$ cat config.mk
export PLATFORM = sky130hd
export DESIGN_NAME = uart_fifo_bridge
export DESIGN_NICKNAME = d
export VERILOG_FILES = /design/src/rtl/uart_fifo_bridge.sv
export SDC_FILE = /design/constraint.sdc
export NUM_CORES = 1
export LEC_CHECK = 0
export BUFFER_PORTS_ARGS = -buffer_cell sky130_fd_sc_hd__buf_2
export CAP_MARGIN = 20
export CORE_MARGIN = 2
export CORE_UTILIZATION = 55
export CTS_CLUSTER_SIZE = 20
export DETAILED_ROUTE_END_ITERATION = 8
export GPL_TIMING_DRIVEN = 1
export HOLD_SLACK_MARGIN = 0.12
export PLACE_DENSITY = 0.75
export SYNTH_ARGS = -nofsm -noshare
export SYNTH_HDL_FRONTEND = slang
export SYNTH_SLANG_ARGS = --single-unit
$ cat constraint.sdc
create_clock -name clk -period 2.9 [get_ports clk]
set_input_delay 0.29 -clock clk [delete_from_list [all_inputs] [get_ports clk]]
set_output_delay 0.29 -clock clk [all_outputs]
set_load 0.005 [all_outputs]
$ cat src/rtl/uart_fifo_bridge.sv
// Byte bridge between a host FIFO interface and a simple UART core: 16-deep TX/RX FIFOs,
// TX start/handshake FSM and RX capture. Define UART_FIFO_OVR_EN to build the sticky RX overrun flag.
module uart_fifo_bridge #(
   parameter int unsigned DEPTH_LOG2 = 4
) (
   input  logic                  clk,
   input  logic                  rst_n,
   input  logic [7:0]            tx_data,
   input  logic                  tx_wr,
   output logic                  tx_full,
   output logic [DEPTH_LOG2:0]   tx_count,
   output logic [7:0]            rx_data,
   input  logic                  rx_rd,
   output logic                  rx_empty,
   output logic [DEPTH_LOG2:0]   rx_count,
   output logic [7:0]            u_din,
   output logic                  u_start,
   input  logic                  u_busy,
   input  logic [7:0]            u_dout,
   input  logic                  u_has_byte,
   output logic                  u_clr_hb,
   output logic                  rx_ovr,
   input  logic                  ovr_clr
);

   localparam int unsigned AW    = DEPTH_LOG2;
   localparam int unsigned CW    = DEPTH_LOG2 + 1;
   localparam int unsigned DEPTH = 1 << DEPTH_LOG2;

   typedef enum logic [1:0] {
      IDLE    = 2'd0,
      WAIT_HI = 2'd1,
      WAIT_LO = 2'd2
   } tx_state_t;

   logic [7:0]    tx_mem [DEPTH];
   logic [7:0]    rx_mem [DEPTH];
   logic [AW-1:0] tx_wptr;
   logic [AW-1:0] tx_rptr;
   logic [AW-1:0] rx_wptr;
   logic [AW-1:0] rx_rptr;

   tx_state_t     state;
   logic [1:0]    tmo;
   logic          tx_en;

   logic          tx_push;
   logic          tx_pop;
   logic          rx_full;
   logic          rx_cap;
   logic          rx_push;
   logic          rx_pop;
   logic          rx_drop;

   // FIFO status decodes straight from the registered occupancy counters
   assign tx_full  = (tx_count == CW'(DEPTH));
   assign rx_full  = (rx_count == CW'(DEPTH));
   assign rx_empty = (rx_count == CW'(0));
   assign rx_data  = rx_mem[rx_rptr];

   assign tx_push = tx_wr && !tx_full;
   assign tx_pop  = (state == IDLE) && tx_en && (tx_count != CW'(0)) && !u_busy;

   // A byte arriving on a full FIFO is still taken when the host pops in the same cycle
   assign rx_cap  = u_has_byte && !u_clr_hb;
   assign rx_pop  = rx_rd && !rx_empty;
   assign rx_push = rx_cap && (!rx_full || rx_rd);
   assign rx_drop = rx_cap && rx_full && !rx_rd;

   always_ff @(posedge clk) begin
      if (tx_push) begin
         tx_mem[tx_wptr] <= tx_data;
      end
      if (rx_push) begin
         rx_mem[rx_wptr] <= u_dout;
      end
   end

   always_ff @(posedge clk or negedge rst_n) begin
      if (!rst_n) begin
         tx_wptr  <= '0;
         tx_rptr  <= '0;
         tx_count <= '0;
      end else begin
         if (tx_push) begin
            tx_wptr <= tx_wptr + AW'(1);
         end
         if (tx_pop) begin
            tx_rptr <= tx_rptr + AW'(1);
         end
         case ({tx_push, tx_pop})
            2'b10:   tx_count <= tx_count + CW'(1);
            2'b01:   tx_count <= tx_count - CW'(1);
            default: tx_count <= tx_count;
         endcase
      end
   end

   always_ff @(posedge clk or negedge rst_n) begin
      if (!rst_n) begin
         rx_wptr  <= '0;
         rx_rptr  <= '0;
         rx_count <= '0;
         u_clr_hb <= 1'b0;
      end else begin
         u_clr_hb <= rx_cap;
         if (rx_push) begin
            rx_wptr <= rx_wptr + AW'(1);
         end
         if (rx_pop) begin
            rx_rptr <= rx_rptr + AW'(1);
         end
         case ({rx_push, rx_pop})
            2'b10:   rx_count <= rx_count + CW'(1);
            2'b01:   rx_count <= rx_count - CW'(1);
            default: rx_count <= rx_count;
         endcase
      end
   end

   // TX handshake: start a byte, wait for busy to rise (3-cycle timeout), then for it to fall.
   // tx_en holds off the first start for one edge after reset release.
   always_ff @(posedge clk or negedge rst_n) begin
      if (!rst_n) begin
         state   <= IDLE;
         tmo     <= 2'd0;
         tx_en   <= 1'b0;
         u_start <= 1'b0;
         u_din   <= 8'h00;
      end else begin
         tx_en   <= 1'b1;
         u_start <= 1'b0;
         case (state)
            IDLE: begin
               if (tx_pop) begin
                  u_din   <= tx_mem[tx_rptr];
                  u_start <= 1'b1;
                  tmo     <= 2'd0;
                  state   <= WAIT_HI;
               end
            end
            WAIT_HI: begin
               if (u_busy) begin
                  state <= WAIT_LO;
               end else if (tmo == 2'd2) begin
                  state <= IDLE;
               end else begin
                  tmo <= tmo + 2'd1;
               end
            end
            WAIT_LO: begin
               if (!u_busy) begin
                  state <= IDLE;
               end
            end
            default: state <= IDLE;
         endcase
      end
   end

`ifdef UART_FIFO_OVR_EN
   // Sticky overrun; a drop in the same cycle as a clear keeps the flag set
   always_ff @(posedge clk or negedge rst_n) begin
      if (!rst_n) begin
         rx_ovr <= 1'b0;
      end else if (rx_drop) begin
         rx_ovr <= 1'b1;
      end else if (ovr_clr) begin
         rx_ovr <= 1'b0;
      end
   end
`else
   logic unused_ovr;
   assign rx_ovr     = 1'b0;
   assign unused_ovr = ovr_clr ^ rx_drop;
`endif

endmodule

; ---- Yosys cells after proc, flatten, opt, wreduce, memory -nomap -nowiden
; Memories as Yosys holds them, arrays and structs flattened. A register that Yosys moved wholly into a read port is not among the register bits.
; Index checks and enable logic that the tools add are counted.
[totals]
out_inout_bits = 31
mem_bits_rw = 256
latch_bits = 0
elab_cells = 76
register_bits = 33
rom_bits = 0
n_memories = 2
[classes]
bitwise_logic = 0
magnitude_cmp = 0
div = 0
n_shift = 0
n_addsub = 9
n_reduce_logical = 23
multipliers = 0
n_eq_ne = 14
muxes = 17
[mem_list]
columns = memory, words, word_bits, read_ports, rd_clocked_by_memory_dff, write_ports, line_no
row1 = rx_mem, 16, 8, 1, 0, 1, 37  ; logic [7:0] rx_mem [DEPTH];
row2 = tx_mem, 16, 8, 1, 1, 1, 36  ; logic [7:0] tx_mem [DEPTH];
[ops]
columns = operator, count
row1 = 5-bit case mux with 2 select lines, 2
row2 = 4-bit by 1-bit adder with 4-bit output (second input constant), 4
row3 = 2-bit two-way mux, 7
row4 = 5-bit by 1-bit adder with 5-bit output (second input constant), 2
row5 = 5-bit equality test (second input constant), 2
row6 = 5-bit by 1-bit subtractor with 5-bit output (second input constant), 2
row7 = 2-bit equality test (second input constant), 4
row8 = 2-bit inequality test (second input constant), 4
row9 = 1-bit logical AND, 7
row10 = 2-bit by 1-bit equality test with 1-bit output (second input constant), 3
row11 = 1-bit zero test, 6
row12 = 1-bit two-way mux, 6
row13 = 2-bit case mux with 3 select lines, 1
row14 = 2-bit nonzero test, 3
row15 = 5-bit zero test, 1
row16 = 5-bit nonzero test, 1
row17 = 2-bit case mux with 2 select lines, 1
row18 = 4-bit AND reduction, 1
row19 = 3-bit inequality test (second input constant), 1
row20 = 3-bit AND reduction, 1
row21 = 2-bit by 1-bit adder with 2-bit output (second input constant), 1
row22 = 2-bit zero test, 1
row23 = 2-bit AND reduction, 1
row24 = 1-bit logical OR, 1

; ---- Logic depth before layout (Yosys ltp)
; Gate-level depths: netlist of the first run.
[depth]
ltp_word = 6
ltp_mapped = 12

; ---- Worst setup path before layout of the first run
; Ideal clock, no wire load.
[synth_timing]
kind = flip-flop to flip-flop
start = reg tx_count[1]
end = reg tx_count[4]
setup_ns = 0.133
path_stages_with_launch = 13
arrival_time_ns = 2.678
path_buffers = 3
t_required_ns = 2.767
synth_period_minus_slack_ns = 2.811
path_slack_ns = 0.089
path_cell_list = dfrtp_1 -> buf_6 -> or4_4 -> o21a_4 -> buf_4 -> ha_1 -> clkbuf_1 -> xor2_1 -> ha_1 -> and3b_1 -> o21ai_0 -> a21oi_1 -> xor2_1
[synth_between]
elab_chain_len = 5
[synth_rtl]
columns = item, line_no
row1 = "start, declared", 11  ; output logic [DEPTH_LOG2:0] tx_count,
row2 = "start signal, assigned", 92  ; 2'b10: tx_count <= tx_count + CW'(1);
row3 = "start signal, assigned", 93  ; 2'b01: tx_count <= tx_count - CW'(1);
row4 = "start signal, assigned", 94  ; default: tx_count <= tx_count;
row5 = 5-bit nonzero test (*), 62  ; assign tx_pop = (state == IDLE) && tx_en && (tx_count != CW'(0)) && !u_busy;
row6 = 1-bit logical AND (*) (2 in series), 62
row7 = via tx_pop, 48  ; logic tx_pop;
row8 = 2-bit by 1-bit equality test with 1-bit output or 2-bit equality test (tied branches), 91  ; case ({tx_push, tx_pop})
row9 = 5-bit case mux with 2 select lines or 2-bit nonzero test (tied branches), -
; Mark *: on every way through the listed nets, which the timed path passes. The rest lies on a longest branch.
; A chain may end at the register's enable or synchronous reset.

; ---- Worst setup path in the final report of the first run
[layout_timing]
start = reg rx_rptr[0]
end = out rx_data[2]
[layout_between]
elab_chain_len = 1
[layout_rtl]
columns = item, line_no
row1 = "start, declared", 41  ; logic [AW-1:0] rx_rptr;
row2 = "start signal, assigned", 111  ; rx_rptr <= rx_rptr + AW'(1);
row3 = memory read 16 x 8 bit, -
row4 = "end, declared", 12  ; output logic [7:0] rx_data,
; Every way passes these cells.

==> impl_metrics.tcl, run 1 <==
set metrics [dict create \
    slew_viol_final 0 \
    final_layout_size_suffix_gt1_share_pct 28.43 \
    reg2reg_from "rx_count[0]" \
    total_power_mw 12.99 \
    setup_viol 0 \
    die_area_um2 23110 \
    irDropWorstVdd_mv 0.5942 \
    synth_cell_types 49 \
    worstPathRequired_ps 2610 \
    synth_common_cells "edfxtp_1 (256), mux4_2 (42), dfrtp_1 (41)" \
    clockBufferDepth 3 \
    hold_start "u_dout[3]" \
    cts-root-buf "clkbuf_16" \
    worstSetupStartpointType "flip-flop" \
    rr_endpoint "rx_count[4]" \
    core_um2 21690 \
    slew_headroom_pct 43.01 \
    synth_top_family_by_area "multiplexers" \
    die_x_um 152.0 \
    dr.pass1.iters 4 \
    synth.most_common_cell "edfxtp_1" \
    overflow 0 \
    rsz0062_at_grt "false" \
    synth_warnings 0 \
    synthDominantCellAreaShare_pct 63.80 \
    die_h_um 152.0 \
    avgSynthCellArea_um2 20.32 \
    routed_via_density 5.845 \
    drv_cap 0 \
    antenna_cells 0 \
    fin_nets 720 \
    r2r_slack_ps 160 \
    track_usage_pct 18.87 \
    synthArstFlopShare_pct 13.80 \
    cts_tree "built" \
    grt_pass1_vias 6068 \
    period_needed_ps 2791 \
    start_util_pct 55.56 \
    syn-cell-area_um2 12050 \
    vias 5728 \
    cpPeakStageDelay_ps 660 \
    hold_end "rx_mem[11][3]" \
    num_rows 54 \
    place_area_um2 12690 \
    ys_seq_elements 297 \
    port_buffers 51 \
    first_iter_violations 373 \
    crit_type "flip-flop to output pin" \
    syn-num-nets 635 \
    synth-simple-area-share_pct 3.271 \
    routed_wirelength_um 21570 \
    drcViolationCount 0 \
    io_pins 54 \
    numCtsBuffers 30 \
    outcome "finished clean" \
    skew_ps 6.769 \
    synth_compound_area_share_pct 2.918 \
    synth-edff-count 256 \
    worstMarginPinSlew_ps 851.6 \
    globalplace.congestion 0.7676 \
    r2r_cells 8 \
    tns_ps 0 \
    crit_chain "buf_12, mux4_1, mux4_2, buf_2" \
    dp_hpwl_um 14240 \
    hold_depth 1 \
    ys_top_cells_by_area "edfxtp_1 (64%), dfrtp_1 (8.5%), mux4_2 (7.9%)" \
    fmax_ghz 0.3583 \
    synth.area.mux_share_pct 15.68 \
    yosysSeqAreaShare_pct 72.32 \
    htree_levels 1 \
    synth_fa_ha_area_share_pct 2.035 \
    p_leak_nw 4.812 \
    synth_xor_area_share_pct 1.745 \
    cts_sinks 297 \
    clkTransAtPathRegs_ps 60 \
    cp-end-kind "output pin" \
    critPathMaxFanout 35 \
    grt_first_pass_wirelength_um 33850 \
    synthFlopType "edfxtp_1" \
    setup_slack_ps 109.4 \
    post-route-period-util_pct 96.23 \
    arrival_ps 2500 \
    dp_slack_ps 99.88 \
    finalHoldViolCount 0 \
    routedWlPerCell_um 22.01 \
    cp_slowest_cell "mux4_1" \
    grt_max_degree 42 \
    synthCells 593 \
    syn2layout_area_growth_pct 14.04 \
    hold_class "input pin to flip-flop" \
    power.density_nw_per_um2 945.7 \
    final_cell_area_um2 13740 \
    antenna_left 0 \
    clk_latency_ps 540 \
    yosys.area.top_type "edfxtp_1" \
    grt_antenna_before_repair 0 \
]
[worst max path at each step]
stage	startpoint	cells after the start	to	slack, ps
after floorplan	tx_count[1]	12	tx_count[4]	90
after global placement	rx_count[1]	8	rx_count[4]	190
after detailed placement	rx_count[1]	8	rx_count[4]	100
after CTS	rx_count[0]	8	rx_count[4]	80
after global routing	rx_count[0]	8	rx_count[4]	30
final	rx_rptr[0]	4	rx_data[2]	110
[kinds of logic (layout without fill, tap and decap cells)]
| group | after synthesis | in the layout |
|---|---|---|
| flip-flops | 297 | 297 |
| AND/OR/NAND/NOR | 76 | 76 |
| buffers and inverters | 42 | 149 |
| other | 2 | 2 |
| AO/OA/AOI/OAI | 47 | 47 |
| multiplexers | 86 | 86 |
| adder cells (fa/ha/maj) | 19 | 19 |
| XOR/XNOR | 24 | 24 |
[per-stage QoR]
| step | utilization, % | std cells | hold WS [ps] |
|---|---|---|---|
| after floorplan | - | 593 | -5.591 |
| after global placement | 58.50 | 919 | 446.0 |
| after detailed placement | 58.50 | 919 | 461.9 |
| after CTS | 63.20 | 978 | 121.7 |
| after global routing | 63.36 | 980 | 132.4 |
| final | 63.36 | 980 | 143.5 |
[repair_timing]
| action | in CTS | in global routing |
|---|---|---|
| setup buffers | 0 | 0 |
| gates resized for setup | 0 | 2 |
| hold buffers | 5 | 1 |
| endpoints found under the setup margin | 0 | 1 |
| hold endpoints to repair | 63 | 4 |
[worst max-delay path: cells and delay by family, from the launching register on]
| family | cells | cell delay (ps) |
|---|---|---|
| buffers and inverters | 2 | 400 |
| DFF | 1 | 380 |
| muxes | 2 | 1160 |
[layout by cell type (no fill, tap or decap), types with 4 or more instances in the layout]
cell type      netlist  routed
edfxtp_1           256     256
nand2_1             15      15
o22ai_2              5       5
nand2b_1             5       5
buf_2                7      51
o21ai_0              6       6
a21oi_1             10      10
mux4_2              42      42
nand4_1              4       4
mux2_2              11      11
xor2_1              10      10
xnor2_1             14      14
ha_1                18      17
clkbuf_1             9       4
nor3_1               8       8
dfrtp_1             41      40
clkinv_1             0       5
clkinv_2             0       6
nor2_1              27      27
dlygate4sd3_1        0       6
buf_4                2      26
clkbuf_16            0      31
mux4_1              30      30
a21oi_2              4       4
inv_1                9       9
o22ai_1             12      12
[power breakdown]
part / switching (mW) / internal (mW) / leakage (nW)
combinational: 1.61 / 1.87 / 1.53
sequential: 0.601 / 5.22 / 2.80
clock: 1.49 / 2.20 / 0.482
total: 3.70 / 9.29 / 4.81
[layer usage]
metal	GRT usage, %	part of all wire (%)
met1	24.59	41
met2	33.55	53
met4	4.628	2.2
met5	0	0
met3	3.109	3.7
[flip-flops by register name, summed over array words and instances (netlist names)]
signal,count
rx_count,5
rx_mem,128
rx_rptr,4
rx_wptr,4
state,2
tmo,2
tx_count,5
tx_en,1
tx_mem,128
tx_rptr,4
tx_wptr,4
u_clr_hb,1
u_din,8
u_start,1
[layout make-up]
| cell class | instances | area (µm²) |
|---|---|---|
| clock buffers | 38 | 832.0 |
| inverters | 9 | 33.78 |
| clock inverters | 16 | 137.6 |
| flip-flops and latches | 297 | 8715 |
| well taps | 280 | 350.3 |
| repair buffers | 86 | 570.5 |
| fillers | 1444 | 7948 |
| multi-input cells | 254 | 3102 |
Note: power is estimated with default switching activity, not from simulation.
==> inputs of run 2 (changes only) <==
==> constraint.sdc (replaced) <==
create_clock -name clk -period 2.9 [get_ports clk]
set_input_delay 0.145 -clock clk [delete_from_list [all_inputs] [get_ports clk]]
set_output_delay 0.145 -clock clk [all_outputs]
set_load 0.005 [all_outputs]
==> impl_metrics.tcl, run 2 (same netlist as run 1, synthesis figures left out) <==
set metrics [dict create \
    track_usage_pct 19.28 \
    critPathMaxFanout 6 \
    reg_top3 "rx_mem: 128 flops, tx_mem: 128 flops, u_din: 8 flops" \
    routed_wirelength_um 21970 \
    cts_sinks 297 \
    slew_headroom_pct 44.15 \
    syn2layout_area_growth_pct 14.97 \
    tns_ps 0 \
    hold_class "input pin to flip-flop" \
    finalHoldViolCount 0 \
    final_core_util_pct 63.87 \
    outcome "finished clean" \
    dp_hpwl_um 14250 \
    num_rows 54 \
    fin_nets 732 \
    crit_type "flip-flop to flip-flop" \
    total_power_mw 13.06 \
    rsz0062_at_grt "false" \
    nFillCells 1421 \
    final_cells 992 \
    cts-root-buf "clkbuf_16" \
    layout_common_cells "edfxtp_1 (256), buf_2 (51), mux4_2 (42)" \
    cp-end-kind "flip-flop" \
    grt_max_degree 36 \
    final_common_cell "edfxtp_1" \
    place_inst 919 \
    start_util_pct 55.56 \
    htree_levels 1 \
    io_pins 54 \
    skew_ps 6.208 \
    final_layout_size_suffix_gt1_share_pct 27.67 \
    period_needed_ps 2709 \
    crit_chain "or4_1, o21a_2, ha_2, fa_1, a21o_1, a21oi_1, mux2i_1, xnor2_1" \
    cts_tree "built" \
    cpPeakStageDelay_ps 580 \
    worstPathRequired_ps 3350 \
    globalplace.congestion 0.7422 \
    first_iter_violations 342 \
    antenna_cells 0 \
    grt_antenna_before_repair 0 \
    routedWlPerCell_um 22.14 \
    arrival_ps 3160 \
    p_leak_nw 4.839 \
    irDropWorstVdd_mv 0.6533 \
    grt_pass1_vias 6290 \
    die_x_um 152.0 \
    clk_latency_ps 520 \
    vias 5781 \
    hold_ws_ps 218.3 \
    die_h_um 152.0 \
    power.density_nw_per_um2 942.7 \
    dr.pass1.iters 5 \
    slew_viol_final 0 \
    drcViolationCount 0 \
    worstMarginPinSlew_ps 834.6 \
    clockBufferDepth 3 \
    die_area_um2 23110 \
    routed_via_density 5.828 \
    worstSetupStartpointType "flip-flop" \
    port_buffers 51 \
    antenna_left 0 \
    grt_first_pass_wirelength_um 34820 \
    overflow 0 \
    setup_viol 0 \
    post-route-period-util_pct 93.43 \
    clkTransAtPathRegs_ps 60 \
    cp_slowest_cell "or4_1" \
    core_um2 21690 \
    numCtsBuffers 29 \
    fmax_ghz 0.3691 \
    drv_cap 0 \
]
==> run 2: changes by cell type in the layout (fill, tap and decap cells not counted), moves of 2 or more <==
cell,previous run,this run
clkinv_4,2,0
clkinvlp_4,0,4
bufinv_16,2,4
dlygate4sd3_1,6,20
clkbuf_16,31,29
==> run 2: worst max-delay path, delay by kind of cell (launching register included) <==
family / cells / cell delay [ps]
flip-flops: 1 / 430
AND/OR/NAND/NOR: 1 / 580
AO/OA/AOI/OAI: 3 / 600
adder cells (fa/ha/maj): 2 / 650
XOR/XNOR: 1 / 130
multiplexers: 1 / 230
==> run 2: per-layer routing <==
| metal | wire length [µm] | global-route usage (%) | share of wire (%) |
|---|---|---|---|
| met1 | 8550 | 24.55 | 39 |
| met2 | 11860 | 34.94 | 54 |
| met3 | 1074 | 2.995 | 4.9 |
| met4 | 480 | 4.984 | 2.2 |
| met5 | 0 | 0 | 0 |
==> run 2: layout make-up <==
cell class	instances	area [µm²]	area share, %
clock buffers	36	772.0	5.573
clock inverters	17	190.2	1.373
inverters	9	33.78	0.2439
multi-input cells	254	3102	22.39
flip-flops and latches	297	8715	62.91
well taps	280	350.3	2.529
repair buffers	99	690.7	4.986
==> run 2: path summary, 6_finish.rpt <==
check,from,endpoint,slack (ps),cells after the start
setup / recovery,rx_count[1],rx_count[4],190,8
hold / removal,tx_wr,tx_wptr[0],220,4
setup reg to reg,rx_count[1],rx_count[4],190,8
hold reg to reg,u_clr_hb,u_clr_hb,460,1
max in group asynchronous,rst_n,rx_count[0],2020,3
min in group asynchronous,rst_n,tmo[1],230,2
==> run 2: stage by stage <==
stage	cell area (µm²)	setup slack, ps
6_report	13850	190.6
5_1_grt	13850	4.486
4_1_cts	13850	90.14
3_5_place_dp	12690	119.2
3_3_place_gp	12690	193.9
2_1_floorplan	12050	88.77
==> run 2: what timing repair did <==
item                                    CTS  global route
hold endpoints to repair                292             0
endpoints found under the setup margin    0             1
gates resized for setup                   0             2
hold buffers                             20             0
buffers inserted                          0             0
==> run 2: power breakdown <==
group	total (mW)	internal, mW	leakage (nW)	switching (mW)
logic	3.50	1.88	1.58	1.62
clock network	3.74	2.24	0.461	1.50
registers	5.82	5.22	2.80	0.593
total	13.1	9.34	4.84	3.72
==> inputs of run 3 (changes only) <==
--- a/config.mk
+++ b/config.mk
@@ -5,15 +5,16 @@
 export SDC_FILE = /design/constraint.sdc
 export NUM_CORES = 1
 export LEC_CHECK = 0
+export ABC_AREA = 1
 export BUFFER_PORTS_ARGS = -buffer_cell sky130_fd_sc_hd__buf_2
 export CAP_MARGIN = 20
 export CORE_MARGIN = 2
-export CORE_UTILIZATION = 55
+export CORE_UTILIZATION = 56
 export CTS_CLUSTER_SIZE = 20
 export DETAILED_ROUTE_END_ITERATION = 8
 export GPL_TIMING_DRIVEN = 1
 export HOLD_SLACK_MARGIN = 0.12
-export PLACE_DENSITY = 0.75
+export PLACE_DENSITY = 0.76
 export SYNTH_ARGS = -nofsm -noshare
 export SYNTH_HDL_FRONTEND = slang
 export SYNTH_SLANG_ARGS = --single-unit
==> impl_metrics.tcl, run 3 <==
set metrics [dict create \
    outcome "finished clean" \
    setup_slack_ps 276.1 \
    synthFlopType "edfxtp_1" \
    cts_setup_buffers 0 \
    cp-end-kind "flip-flop" \
    routed_wirelength_um 28100 \
    start_util_pct 57.07 \
    synth_warnings 0 \
    reg_top3 "rx_mem: 128 flops, tx_mem: 128 flops, u_din: 8 flops" \
    synthArstFlopShare_pct 13.80 \
    num_rows 55 \
    drv_cap 0 \
    final_layout_size_suffix_gt1_share_pct 11.78 \
    hold_depth 4 \
    die_h_um 155.9 \
    clkTransAtPathRegs_ps 60 \
    crit_buf_inv 1 \
    drcViolationCount 0 \
    r2r_cells 12 \
    p_sw_mw 4.909 \
    syn-num-nets 1242 \
    post-route-period-util_pct 90.48 \
    ys_top_cells_by_area "edfxtp_1 (60%), nand2_1 (8.2%), dfrtp_1 (7.9%)" \
    final_common_cell "nand2_1" \
    hold_start "u_busy" \
    crit_chain "nor4_2, nand2_1, nand2_1, inv_1, ha_1, fa_1, a21oi_1, nor2_1, nor2_1, xor2_1, nand2_1, nand2_1" \
    synth.most_common_cell "nand2_1" \
    reg2reg_from "rx_count[1]" \
    pwr-share-clk_pct 26.7 \
    hold_end "state[1]" \
    ctsHoldBuffers 21 \
    nFillCells 1617 \
    synth_cell_types 31 \
    grt_pass1_vias 8537 \
    dr.pass1.iters 5 \
    final_core_util_pct 65.03 \
    grt_antenna_before_repair 0 \
    ys_seq_elements 297 \
    syn2layout_area_growth_pct 13.96 \
    p_int_mw 8.843 \
    period_needed_ps 2624 \
    antenna_cells 0 \
    fmax_ghz 0.3811 \
    final_cells 1592 \
    layout_common_cells "nand2_1 (282), edfxtp_1 (256), inv_1 (132)" \
    rsz0062_at_grt "false" \
    setup_viol 0 \
    slew_headroom_pct 36.05 \
    dp_slack_ps 368.7 \
    grt_first_pass_wirelength_um 44440 \
    seqPwrFrac_pct 40.6 \
    synthCells 1200 \
    skew_ps 20.03 \
    synth_common_cells "nand2_1 (282), edfxtp_1 (256), inv_1 (133)" \
    tns_ps 0 \
    overflow 0 \
    clk_latency_ps 560 \
    p_leak_nw 6.034 \
    yosysSeqAreaShare_pct 67.44 \
    crit_path_frequent_cell "nand2_1" \
    core_um2 22640 \
    synth-edff-count 256 \
    postCtsResizedCells 0 \
    track_usage_pct 23.46 \
    cp_slowest_cell "dfrtp_1" \
    numCtsBuffers 29 \
    vias 8826 \
    routed_via_density 5.544 \
    synthDominantCellAreaShare_pct 59.50 \
    routedWlPerCell_um 17.65 \
    hold_class "input pin to flip-flop" \
    worstSetupStartpointType "flip-flop" \
    avgSynthCellArea_um2 10.77 \
    antenna_left 0 \
    pwr-share-comb_pct 32.7 \
    place_area_um2 13560 \
    cts-root-buf "clkbuf_16" \
    syn-cell-area_um2 12920 \
    critPathTopFamily "simple AND/OR/NAND/NOR gates" \
    first_iter_violations 799 \
    dp_hpwl_um 16530 \
    io_pins 54 \
    slew_viol_final 0 \
    worstMarginPinSlew_ps 955.7 \
    irDropWorstVdd_mv 0.6974 \
    globalplace.congestion 0.8864 \
    cts_tree "built" \
    place_inst 1515 \
    switching_share_pct 35.70 \
    r2r_slack_ps 280 \
    htree_levels 1 \
    yosys.area.top_type "edfxtp_1" \
    cpPeakStageDelay_ps 450 \
    port_buffers 51 \
    final_cell_area_um2 14720 \
    fin_nets 1326 \
    rr_endpoint "rx_count[4]" \
    die_x_um 155.9 \
    grt_max_degree 68 \
    die_area_um2 24300 \
    worstPathRequired_ps 3400 \
    arrival_ps 3120 \
    cts_sinks 297 \
    crit_type "flip-flop to flip-flop" \
    finalHoldViolCount 0 \
    critPathMaxFanout 6 \
    power.density_nw_per_um2 934.1 \
    hold_ws_ps 409.5 \
    clockBufferDepth 3 \
    total_power_mw 13.75 \
]
## run 3: cell types whose count changed after synthesis, moves of 42 or more
cell,change
inv_1,+124
mux4_2,-42
nand2_1,+267
nand3_1,+125
nor2_1,+87
o21ai_0,+58
## run 3: per-layer routing
| layer | vias up | track usage [%] | share of wire, % |
|---|---|---|---|
| met5 | - | 0 | 0 |
| li1 | 4174 | - | - |
| met3 | 35 | 3.972 | 7.5 |
| met4 | 0 | 6.247 | 1.5 |
| met2 | 321 | 38.96 | 50 |
| met1 | 4296 | 32.55 | 41 |
## run 3: worst max-delay path by stage
stage,endpoint,slack (ps),startpoint,cells after the start
after global placement,rx_count[4],440,rx_count[1],12
after detailed placement,rx_count[4],370,rx_count[1],12
after CTS,rx_count[4],280,rx_count[1],12
after floorplan,rx_count[4],610,rx_count[1],12
final,rx_count[4],280,rx_count[1],12
after global routing,rx_count[4],10,rx_count[1],12
## run 3: power by group through the flow
stage | logic, mW | clock network, mW | registers [mW]
finish | 4.50 | 3.67 | 5.59
global route | 5.06 | 3.87 | 5.66
CTS | 4.50 | 3.70 | 5.58
detailed placement | 4.43 | 0 | 5.66
global placement | 4.31 | 0 | 5.64
floorplan | 3.21 | 0 | 5.48
## run 3: layout make-up
type / instances / area (µm²) / area share [%]
timing repair buffer: 111 / 823.3 / 5.592
clock buffer: 36 / 762.0 / 5.175
sequential: 297 / 8717 / 59.21
tap: 285 / 356.6 / 2.422
multi-input combinational: 708 / 3388 / 23.01
clock inverter: 18 / 161.4 / 1.096
inverter: 137 / 514.2 / 3.493
## run 3: cell families after synthesis
group	Yosys count	share of synthesized area (%)
adder cells (fa/ha/maj)	19	1.898
XOR/XNOR	18	1.220
AO/OA/AOI/OAI	114	5.113
AND/OR/NAND/NOR	555	17.94
other	2	0.05813
buffers and inverters	195	6.333
flip-flops	297	67.44
## run 3: tightest hold or removal path, delay by kind of cell
kind	cells	cell delay, ps
AOI/OAI and AO/OA	2	110
buffers and inverters	2	670
